**config.mk**
```make
export PLATFORM = sky130hd
export DESIGN_NAME = msg_sched
export DESIGN_NICKNAME = d
export VERILOG_FILES = /design/src/rtl/msg_sched_pkg.sv /design/src/rtl/msg_sigma.sv /design/src/rtl/msg_sched.sv
export SDC_FILE = /design/constraint.sdc
export NUM_CORES = 2
export LEC_CHECK = 0
export CAP_MARGIN = 20
export CORE_MARGIN = 3
export CORE_UTILIZATION = 25
export CTS_CLUSTER_SIZE = 25
export DETAILED_ROUTE_END_ITERATION = 12
export GPL_TIMING_DRIVEN = 0
export PLACE_DENSITY = 0.38
export SYNTH_ARGS = -nofsm -noshare
export SYNTH_HDL_FRONTEND = slang
export SYNTH_HIERARCHICAL = 1
export SYNTH_SLANG_ARGS = --single-unit
export TNS_END_PERCENT = 10
```
**constraint.sdc**
```tcl
create_clock -name clk -period 25.9 [get_ports clk]
set_input_delay 5.18 -clock clk [delete_from_list [all_inputs] [get_ports clk]]
set_output_delay 5.18 -clock clk [all_outputs]
set_load 0.05 [all_outputs]
```
**src/rtl/msg_sched_pkg.sv**
```systemverilog
// Shared constants, FSM state type and sigma helpers for the 64-word message schedule.
// Word width 32, 16-word input block, 64-word output schedule.
package msg_sched_pkg;

  localparam int WORD_W    = 32;
  localparam int BLK_WORDS = 16;
  localparam int SCHED_LEN = 64;
  localparam int IDX_W     = 6;
  localparam int CNT_W     = 4;

  typedef enum logic {
    LOAD = 1'b0,
    EMIT = 1'b1
  } state_t;

  function automatic logic [WORD_W-1:0] rotr(input logic [WORD_W-1:0] x, input int unsigned n);
    return (x >> n) | (x << (WORD_W - n));
  endfunction

  function automatic logic [WORD_W-1:0] sigma0(input logic [WORD_W-1:0] x);
    return rotr(x, 7) ^ rotr(x, 18) ^ (x >> 3);
  endfunction

  function automatic logic [WORD_W-1:0] sigma1(input logic [WORD_W-1:0] x);
    return rotr(x, 17) ^ rotr(x, 19) ^ (x >> 10);
  endfunction

endpackage

```
**src/rtl/msg_sigma.sv**
```systemverilog
// Combinational sigma0/sigma1 pair used by the schedule recurrence.
// Zero latency; no flow control.
module msg_sigma
  import msg_sched_pkg::*;
(
  input  logic [WORD_W-1:0] x0,
  input  logic [WORD_W-1:0] x1,
  output logic [WORD_W-1:0] s0,
  output logic [WORD_W-1:0] s1
);

  assign s0 = sigma0(x0);
  assign s1 = sigma1(x1);

endmodule

```
**src/rtl/msg_sched.sv**
```systemverilog
// Message schedule: loads a 16-word block, then streams W[0..63] through a 16-word sliding window.
// One word per cycle in each phase; output stalls freeze the window, input is refused while emitting.
module msg_sched
  import msg_sched_pkg::*;
(
  input  logic              clk,
  input  logic              rst,
  input  logic              in_valid,
  output logic              in_ready,
  input  logic [WORD_W-1:0] in_word,
  output logic              out_valid,
  input  logic              out_ready,
  output logic [WORD_W-1:0] out_word,
  output logic [IDX_W-1:0]  out_idx,
  output logic              out_last
);

  localparam logic [IDX_W-1:0] LAST_IDX = IDX_W'(SCHED_LEN - 1);

  state_t            state, state_nxt;
  logic [CNT_W-1:0]  load_cnt;
  logic [IDX_W-1:0]  t;
  logic [WORD_W-1:0] win [BLK_WORDS];
  logic [WORD_W-1:0] s0, s1, w_new;
  logic              in_fire, out_fire;

  msg_sigma u_sigma (
    .x0 (win[1]),
    .x1 (win[14]),
    .s0 (s0),
    .s1 (s1)
  );

  assign w_new = s1 + win[9] + s0 + win[0];

  always_ff @(posedge clk or posedge rst) begin
    if (rst) state <= LOAD;
    else     state <= state_nxt;
  end

  always_comb begin
    state_nxt = state;
    in_ready  = 1'b0;
    out_valid = 1'b0;
    case (state)
      LOAD: begin
        in_ready = 1'b1;
        if (in_valid && load_cnt == '1) state_nxt = EMIT;
      end
      EMIT: begin
        out_valid = 1'b1;
        if (out_ready && t == LAST_IDX) state_nxt = LOAD;
      end
      default: state_nxt = LOAD;
    endcase
  end

  assign in_fire  = in_valid & in_ready;
  assign out_fire = out_valid & out_ready;

  // load_cnt wraps to zero on the 16th word, which also clears it for the next block
  always_ff @(posedge clk or posedge rst) begin
    if (rst) begin
      load_cnt <= '0;
      t        <= '0;
      for (int i = 0; i < BLK_WORDS; i++) win[i] <= '0;
    end else begin
      if (in_fire) begin
        win[load_cnt] <= in_word;
        load_cnt      <= load_cnt + 1'b1;
        if (load_cnt == '1) t <= '0;
      end
      if (out_fire) begin
        for (int i = 0; i < BLK_WORDS - 1; i++) win[i] <= win[i+1];
        win[BLK_WORDS-1] <= w_new;
        t                <= t + 1'b1;
      end
    end
  end

  assign out_word = win[0];
  assign out_idx  = t;
  assign out_last = out_valid && (t == LAST_IDX);

endmodule

```
# Word-level counts from Yosys, hierarchy flattened
# Index checks and enable logic that the tools add are counted.
# totals
reg_bits,523
wordCells,60
# op_classes
addsub,5
order_cmp,2
eq_ne,2
n_mux,13
bitwise_logic,12
n_reduce_logical,7
# ops
operator,n
512-bit 2-to-1 mux,2
512-bit bitwise mux,1
32-bit demux with 4-bit select,1
32-bit adder,3
32-bit XOR,2
32-bit 2-to-1 mux,1
13-bit by 32-bit bitwise OR with 32-bit output,1
14-bit by 32-bit bitwise OR with 32-bit output,1
15-bit by 32-bit bitwise OR with 32-bit output,1
25-bit by 32-bit bitwise OR with 32-bit output,1
32-bit by 22-bit XOR with 32-bit output,1
32-bit by 29-bit XOR with 32-bit output,1
6-bit 2-to-1 mux,3
"6-bit by 1-bit adder with 6-bit output, second input constant",1
"6-bit equality test, second input constant",1
"5-bit >= comparator, second input constant",1
"5-bit by 1-bit < comparator with 1-bit output, second input constant",1
4-bit inverter with 5-bit output,1
"4-bit by 1-bit adder with 4-bit output, second input constant",1
"4-bit equality test, second input constant",1
1-bit logical AND,4
1-bit 2-to-1 mux,4
2-bit nonzero test,2
1-bit bitwise AND,2
3 further kinds,3

# Depth between registers and ports, before layout
# depth
depth_word,8
depth_mapped,14
ltp_nobuf,14

# Cells and area by module
# The synthesis kept the hierarchy.
# by_module_without_submodules
module,instances,cells_per_inst,area_per_inst_um2
msg_sched,1,2892,27815.4
msg_sigma,1,64,1330.0

# Worst setup path before layout
# OpenSTA, ideal clock, no wires.
# synth_path
path_type,register to output
from,register state
to,output port out_last
arrival_time_ns,2.280
setup_slack_ns,18.440
path_stages_with_launch,3
n_path_buf,0
path_cell_list,dfrtp_1 > inv_1 > nor3b_1
# synth_via
elab_chain_len,2
# synth_lines
element,line,text
from (decl),msg_sched.sv:20,"state_t state, state_nxt;"
from (signal assigned),msg_sched.sv:38,else state <= state_nxt;
1-bit 2-to-1 mux,msg_sched.sv:45,case (state)
1-bit logical AND,msg_sched.sv:83,assign out_last = out_valid && (t == LAST_IDX);
to (decl),msg_sched.sv:15,output logic out_last
# No other way between the ends.

# Final worst setup path
# layout_path
from,input port out_ready
to,register win[64] in the netlist's numbering
# layout_via
elab_chain_len,2
# layout_lines
element,line,text
from (decl),msg_sched.sv:12,"input logic out_ready,"
1-bit bitwise AND (*),msg_sched.sv:59,assign out_fire = out_valid & out_ready;
512-bit 2-to-1 mux or 2-bit nonzero test (tied branches),-,
"to (signal, indexed assignment)",msg_sched.sv:69,win[load_cnt] <= in_word;
"to (signal, indexed assignment)",msg_sched.sv:75,win[BLK_WORDS-1] <= w_new;
to (decl),msg_sched.sv:23,logic [WORD_W-1:0] win [BLK_WORDS];
# Every way passes the cells marked *; elsewhere a longest branch is shown, timed or not.
# A chain may end at the register's enable or synchronous reset.

==> impl_metrics.py <==
metrics = {
    "status": {
        "status": "finished clean",
    },
    "worst_setup_path": {
        "r2r-end": "win[29]$_DFFE_PP0P_",
        "end_kind": "flop",
        "cp_slowest_stage_delay_ps": 650,
        "reg2reg_slack_ps": 21160,
        "cp.arrival_ps": 8420,
        "reg2reg_depth": 14,
        "worstPathMaxFanout": 10,
        "path_cells": "clkdlybuf4s50_1 -> and2_1 -> buf_2 -> clkbuf_1 -> buf_8 -> clkbuf_1 -> clkbuf_1 -> nand2_1 -> o21ai_0",
        "crit_path_start_kind": "input port",
        "cp_data_required_time_ps": 26430,
        "crit_slowest_cell": "clkbuf_1",
        "cp_common_cell": "clkbuf_1",
        "r2r-start": "win[452]$_DFFE_PP0P_",
        "crit_type": "in -> reg",
        "crit_buf_inv": 6,
        "crit_family": "buffers and inverters",
    },
    "yosys": {
        "ys_warn_count": 6,
        "netlist.area_leader.share": 0.449,
        "synth_area_leaders": "dfrtp_1 45%, mux2i_1 17%, o21ai_0 8.6%",
        "synth_xor_area_frac": 0.0546,
        "async_flop_share": 1.00,
        "yosysUniqueCellTypes": 59,
        "synth_edf_count": 0,
        "synthFlopType": "dfrtp_1",
        "synth_cells": 2956,
        "synth_largest_area_cell": "dfrtp_1",
        "yosys.area_share.simple": 0.0992,
        "synth_top_family_by_area": "multiplexers",
        "synth_compound_area_frac": 0.112,
        "avgSynthCellArea_um2": 9.86,
        "synth-seq-cells": 523,
        "synthesis.nets": 3090,
        "syn_area_um2": 29100,
        "synthAdderAreaFrac": 0.0580,
        "ys_seq_area_frac": 0.449,
        "synthMuxAreaShare": 0.166,
    },
    "clock_tree": {
        "cts_made_buffers": 70,
        "cts_resized": 0,
        "h-tree-depth": 3,
        "cts_setup_buffers": 0,
        "cts-root-buf": "clkbuf_16",
        "cts_buffer_depth": 3,
        "cts_tree": "yes",
        "clock_sinks": 523,
        "clk_pin_slew_ps": 60,
        "cts_hold_buf": 0,
        "clock_latency_ps": 630,
    },
    "grt": {
        "antenna_found_initial": 4,
        "use_met3": 0.0252,
        "track_usage": 0.199,
        "grt_pass1_wl_um": 174000,
        "grt_busiest_layer": "met1",
        "met2_usage": 0.295,
        "grt_max_degree": 109,
        "grt_pass1_vias": 23000,
        "use_met1": 0.300,
        "grt_overflow": 0,
    },
    "drt": {
        "drt_iter0_markers": 1751,
        "drc": 0,
        "dr.pass1.iters": 5,
        "ant_nets": 0,
        "num_vias": 22400,
        "routedWlPerCell_um": 25.8,
        "via_per_inst": 4.77,
        "routed_wl_um": 121000,
    },
    "sta": {
        "hold_ws_ps": 467,
        "finalSetupViolations": 0,
        "setup_ws_ps": 18010,
        "hold_viol_final": 0,
        "fin_crit_ps": 7890,
        "rsz0062_at_grt": "no",
        "fin_tns_setup_ps": 0,
        "fmax_mhz": 127,
        "worst_slew_pin_slew_ps": 1180,
        "slew_viol_final": 0,
        "finalCritPeriodShare": 0.305,
        "timing.slew.headroom": 0.215,
        "fin_skew_ps": 36.0,
    },
    "final_layout": {
        "final_common_cell": "nand2_1",
        "area_delta_synth_final_pct": 18.5,
        "fill_cells": 12200,
        "final_nets": 3265,
        "drive_gt1_frac": 0.0664,
        "layout_common_cells": "603 x nand2_1, 523 x dfrtp_1, 502 x o21ai_0",
        "diodes": 0,
    },
    "floorplan": {
        "die_x_um": 347,
        "num_rows": 124,
        "dieArea_um2": 121000,
        "die_h_um": 347,
        "start_util": 0.254,
        "core_um2": 115000,
        "io-pin-count": 77,
    },
    "power_and_ir_drop": {
        "p_leak_nw": 14.9,
        "power.total_mw": 4.58,
        "vdd_drop_max_mv": 0.0915,
        "power_density_nw_per_um2": 132,
    },
    "worst_hold_path": {
        "hp-start": "win[351]$_DFFE_PP0P_",
        "hold_end": "win[383]$_DFFE_PP0P_",
        "hp-class": "reg -> reg",
        "worstHoldPathCells": 2,
    },
    "job": {
        "max-cap-violations": 0,
    },
    "placement": {
        "dp_hpwl_um": 92100,
        "io_buffers": 76,
        "post-place-ws_ps": 16900,
        "routabilityCongestion": 0.899,
    },
}
## cell usage after synthesis (2+ instances only)
| library cell | number |
|---|---|
| nand2_1 | 603 |
| dfrtp_1 | 523 |
| o21ai_0 | 502 |
| mux2i_1 | 484 |
| inv_1 | 182 |
| clkbuf_1 | 159 |
| fa_1 | 62 |
| xor3_1 | 50 |
| a21oi_1 | 41 |
| buf_4 | 38 |
| ha_1 | 36 |
| nor2_1 | 33 |
| buf_2 | 30 |
| xor2_1 | 23 |
| xnor2_1 | 20 |
| o21ai_1 | 19 |
| nand3_1 | 18 |
| a31oi_1 | 14 |
| and3_1 | 12 |
| buf_1 | 12 |
| nor3_1 | 11 |
| nand4_1 | 8 |
| a21o_1 | 7 |
| o21bai_1 | 6 |
| and2_1 | 4 |
| nand2b_1 | 4 |
| nor2_2 | 4 |
| nor3b_1 | 4 |
| o21a_1 | 4 |
| a211oi_1 | 3 |
| nor2b_1 | 3 |
| o211ai_1 | 3 |
| o31ai_1 | 3 |
| or3_1 | 3 |
| a21boi_0 | 2 |
| a41oi_1 | 2 |
| and4_1 | 2 |
## per-layer routing
layer | routed length, um | share of wire | vias up
met2 | 51600 | 0.43 | 521
met1 | 61200 | 0.51 | 11400
li1 | - | - | 10300
met4 | 3560 | 0.029 | 0
met5 | 0 | 0 | -
met3 | 4770 | 0.039 | 135
## worst register-to-register path, cell delays in order, from the launching register on
cell and delay [ps]:
dfrtp_1 530, xor3_1 550, inv_1 70, fa_1 480, inv_1 50, fa_1 500
ha_1 200, fa_1 240, a21oi_1 110, o211ai_1 360, nand2_1 260, a2111oi_2 550
o21ai_1 170, a41oi_1 410, o31ai_2 90
## final cells by class
| class | count | area, um2 | share of cell area |
|---|---|---|---|
| buffer | 240 | 1090 | 0.0314 |
| clock buffer | 104 | 2050 | 0.0595 |
| clock inverter | 13 | 190 | 0.00551 |
| inverter | 182 | 691 | 0.0200 |
| multi-input combinational | 2011 | 14300 | 0.414 |
| sequential | 523 | 13100 | 0.379 |
| tap | 1512 | 1890 | 0.0548 |
| timing repair buffer | 103 | 1250 | 0.0363 |
## power by group
group / internal (mW) / leakage, nW / total (mW) / switching, mW
registers: 1.03 / 6.83 / 1.25 / 0.226
clock network: 0.586 / 1.09 / 0.974 / 0.388
logic: 0.877 / 7.02 / 2.35 / 1.47
## worst max path at each step
| stage | from | to | slack [ps] | depth (start not counted) |
|---|---|---|---|---|
| after global routing | out_idx[0]$_DFFE_PP0P_ | out_last | 17990 | 4 |
| final | out_ready | win[64]$_DFFE_PP0P_ | 18010 | 9 |
| after detailed placement | out_ready | win[127]$_DFFE_PP0P_ | 16900 | 8 |
| after global placement | rst | win[76]$_DFFE_PP0P_ | -2930 | 2 |
| after floorplan | rst | load_cnt[0]$_DFFE_PP0P_ | 6110 | 1 |
| after CTS | out_ready | win[127]$_DFFE_PP0P_ | 17570 | 8 |
## state kept, by name (all words and copies together) (netlist names)
| name | count |
|---|---|
| out_idx | 6 |
| win | 480 |
| load_cnt | 4 |
| state | 1 |
| out_word | 32 |
## stage by stage
step,area [um2],std cells,utilization
floorplan,29100,2956,-
global placement,31800,4544,0.277
detailed placement,32300,4568,0.281
CTS,34500,4685,0.300
global route,34500,4688,0.300
finish,34500,4688,0.300
## cell families after synthesis
family / after synthesis
simple gates: 717
compound gates: 618
flops: 523
mux: 484
buf+inv: 422
fa+ha+maj: 98
xor+xnor: 94
No activity file was read; power rests on OpenSTA's default activity.
==> edit 1, RTL diff (same flow settings) <==
Reset style: synchronous (`rst`), changed in 2 clocked blocks.
--- a/src/rtl/msg_sched.sv
+++ b/src/rtl/msg_sched.sv
@@ -35,3 +35,3 @@
 
-  always_ff @(posedge clk or posedge rst) begin
+  always_ff @(posedge clk) begin
     if (rst) state <= LOAD;
@@ -61,3 +61,3 @@
   // load_cnt wraps to zero on the 16th word, which also clears it for the next block
-  always_ff @(posedge clk or posedge rst) begin
+  always_ff @(posedge clk) begin
     if (rst) begin
Formal check against the unedited RTL: differs if rst is asserted again (counterexample within 4 cycles, from zero or initial values and one cycle with rst high); with rst held inactive, the same outputs for 4 cycles.
==> edit 1 against the original RTL <==
Routed wire length shrank 11%. Area after synthesis is 7.6% lower. Sequential cell count is the same. Setup slack worse by 0.24 ns. Cell area decreased by 7.8%. Utilization decreased by 0.052 points. Cell count down 19%.
Power is not compared: it rests on default switching activity, and its combinational part moved more than twofold at a synthesized area within 25%.
==> edit 1: results <==
set metrics [dict create \
    preCtsSetupSlack_ns 17.16 \
    first_global_vias 18500 \
    hold_ws_ns 0.508 \
    critPathMaxStageDelay_ns 0.91 \
    dr.max_layer_used "met5" \
    drive_gt1_frac 0.0854 \
    met1_length_mm 46.2 \
    ys_top_cells_by_count "edfxtp_1, nand2_1, a22o_1, o21ai_0, inv_1" \
    status "complete, no violations" \
    drtIter0Drc 1548 \
    met1_usage 0.250 \
    grt_antenna_before_repair 7 \
    routedWlPerCell_microns 28.6 \
    hold_end "out_idx[3]" \
    reg2reg_from "win[1][7]" \
    worstReg2RegEnd "win[15][31]" \
    rr_worst_depth 16 \
    critPathTopFamily "simple AND/OR/NAND/NOR gates" \
    hold_depth 1 \
    r2r_slack_ns 20.96 \
    synth_edf_count 512 \
    synth_area_leaders "edfxtp_1, a22o_1, nand2_1" \
    grt_max_degree 33 \
    path_max_fanout 32 \
    cp.arrival_ns 8.39 \
    synth_mux_area_frac 0.000372 \
    largest_register_ffs 512 \
    crit_start "in_valid" \
    cts_buffers 59 \
    track_usage 0.190 \
    finClkSkew_ns 0.0268 \
    dpl.hpwl_mm 83.7 \
    synth_xor_area_frac 0.0615 \
    cpMaxStageDelayCell "nor3_1" \
    min-delay-start "out_idx[3]" \
    io_buffers 43 \
    wl_met2_mm 50.0 \
    dr_wl_met3_mm 6.16 \
    max_slew_margin 0.202 \
    ys_types 61 \
    grt_pass1_wl_mm 149 \
]
## edit 1: cell types whose count changed after synthesis, sizes merged, moves of 37 or more
| cell | unedited run | this run |
|---|---|---|
| a22o | 1 | 323 |
| edfxtp | 0 | 512 |
| nand2 | 603 | 377 |
| o21ai | 521 | 212 |
| clkbuf | 160 | 123 |
| dfrtp | 523 | 0 |
| mux2i | 484 | 1 |
## edit 1: cell type report
class                   count  area (sq um)  area share
multi-input cells        1293          9970       0.313
plain buffers             200           808      0.0254
clock inverters            41           409      0.0128
repair buffers             75          1080      0.0339
clock buffers              70          1540      0.0483
inverters                 186           698      0.0219
well taps                1391          1740      0.0547
diodes                      2          5.00    0.000157
flip-flops and latches    523         15600       0.490
## edit 1: per-stage QoR
step	instances	cell area [sq um]	power, W
floorplan	2202	26900	0.00182
global placement	3636	29100	0.00222
detailed placement	3667	29900	0.00221
CTS	3778	31800	0.00308
global route	3779	31800	0.00323
finish	3781	31800	0.00307
## edit 1: worst max-delay path by stage
stage,endpoint,slack (ns),cells after the start
final,win[2][4],17.76,7
after global routing,win[2][10],17.64,7
after detailed placement,win[2][3],17.16,7
after CTS,win[2][10],17.84,7
after floorplan,win[12][0],17.34,5
after global placement,win[13][11],14.82,6
## edit 1: worst reg2reg max path, cell delays in order, from the launching register on
cell	delay (ns)
edfxtp_1	0.57
xor3_1	0.56
fa_1	0.43
inv_1	0.10
fa_1	0.42
inv_1	0.07
ha_1	0.19
inv_1	0.07
fa_1	0.47
nor2b_1	0.18
o2111ai_1	0.17
a211oi_1	0.38
nor4_1	0.12
nor2_2	0.35
a31oi_4	0.18
o22a_1	0.21
o211a_1	0.23
==> edit 2, RTL diff (same flow settings) <==
Made on the original files. `SCHED_LEN`: 64 -> 32.
--- a/src/rtl/msg_sched_pkg.sv
+++ b/src/rtl/msg_sched_pkg.sv
@@ -6,3 +6,3 @@
   localparam int BLK_WORDS = 16;
-  localparam int SCHED_LEN = 64;
+  localparam int SCHED_LEN = 32;
   localparam int IDX_W     = 6;
Function: same outputs for any inputs over 4 cycles, from zero or initial values and one cycle with rst high; that may be too few to reach the edited logic, so the function may still have changed.
==> edit 2 against the original RTL <==
Non-clock buffer count decreased by 14. Cell area decreased by 0.52%. Cell count decreased by 0.23%. Sequential cell count unchanged. Hold slack improved by 0.0019 ns. Setup slack got worse by 0.15 ns. Utilization decreased by 0.20 points. Routed wire length decreased by 4.1%. Area after synthesis increased by 0.26%. Critical path type unchanged. Highest routed layer unchanged.
Power is left out: the tool's default activity adds up to more than one toggle a clock period on the data nets, which glitch-free logic cannot reach.
==> edit 2: results <==
set metrics [dict create \
    status "complete, no violations" \
    grt_util_met3 0.0214 \
    io_buffers 76 \
    cts_root_buf "clkbuf_16" \
    hold_path_class "reg2reg" \
    nets 3246 \
    cp.arrival_ns 8.58 \
    firstDrtPassIters 5 \
    use_met2 0.293 \
    ys_seq_area_frac 0.448 \
    gp_congestion 0.839 \
    clk_pin_slew_worst_paths_ns 0.06 \
    drtIter0Drc 1824 \
    dp.cells 4553 \
    grt_max_degree 111 \
    finalSetupTns_ns 0 \
    cts_htree_levels 3 \
    largest_register_ffs 480 \
    vias 22300 \
    dpl.hpwl_mm 88.7 \
    grt_antenna_before_repair 3 \
    cts_buffer_depth 3 \
    yosys.area.top_type "dfrtp_1" \
    vias_per_cell 4.77 \
    hold_depth 2 \
    r2r_slack_ns 20.89 \
    largest_register "win" \
    drive_gt1_frac 0.0692 \
    finClkSkew_ns 0.0310 \
    ys_top_cells_by_count "nand2_1, dfrtp_1, mux2i_1, o21ai_0, inv_1" \
    cts_buffers 69 \
    synthArstFlopShare 1.00 \
    met1_usage 0.289 \
    track_usage 0.191 \
    ys_types 65 \
    rr_worst_depth 14 \
    clkLatencyLatePin_ns 0.63 \
    n_fill_cell 12300 \
    crit_start "out_ready" \
    wl_mm 116 \
    hold_end "win[403]" \
    grt_pass1_wl_mm 170 \
    reg2reg_from "win[452]" \
    max_slew_margin 0.239 \
    synth_cells 2958 \
    post_cts_buffers 0 \
    path_max_fanout 10 \
    min-delay-start "win[371]" \
    first_global_vias 23400 \
    yosys_warnings 6 \
    cts_resized 0 \
    synth_fp_nets 3092 \
    worstReg2RegEnd "win[31]" \
    synth_area_leaders "dfrtp_1, mux2i_1, nand2_1" \
]
## edit 2: critical path, stage by stage
cell	delay [ns]
clkdlybuf4s50_1	0.52
and2_1	0.29
buf_2	0.40
buf_2	0.46
clkbuf_1	0.57
clkbuf_1	0.81
nand2_1	0.19
o21ai_1	0.12
## edit 2: metrics by stage
step,util,setup WS [ns],cell area [sq um],hold slack [ns]
2_1_floorplan,-,6.11,29200,0.449
4_1_cts,0.299,17.84,34400,0.471
3_5_place_dp,0.278,17.20,32000,0.468
6_report,0.299,17.86,34400,0.469
5_1_grt,0.299,17.78,34400,0.498
3_3_place_gp,0.277,-3.09,31900,0.460
## edit 2: cell families after synthesis
group | Yosys count | synth area share
buf+inv | 426 | 0.0619
simple gates | 700 | 0.0946
flops | 523 | 0.448
compound gates | 630 | 0.117
fa+ha+maj | 98 | 0.0579
xor+xnor | 97 | 0.0554
mux | 484 | 0.166
## edit 2: layer usage
metal / up-vias / wire (microns)
met5: - / 0
met4: 0 / 1990
met3: 106 / 4150
met2: 454 / 51300
met1: 11500 / 58800
li1: 10200 / -
## edit 2: worst max-delay path by stage
stage | end | slack [ns] | depth (start not counted)
3_3_place_gp | win[132] | -3.09 | 2
5_1_grt | win[183] | 17.78 | 8
4_1_cts | win[183] | 17.84 | 8
2_1_floorplan | load_cnt[0] | 6.11 | 1
3_5_place_dp | win[183] | 17.20 | 8
6_report | win[183] | 17.86 | 8
## edit 2: final cells by class
cell class              count  area, sq um  area share
flip-flops and latches    523        13100       0.381
diodes                      1         2.50   0.0000728
inverters                 180          683      0.0199
multi-input cells        2009        14300       0.417
plain buffers             246         1130      0.0330
clock buffers             108         2120      0.0616
repair buffers             83          917      0.0267
clock inverters            15          208     0.00604
well taps                1512         1890      0.0550
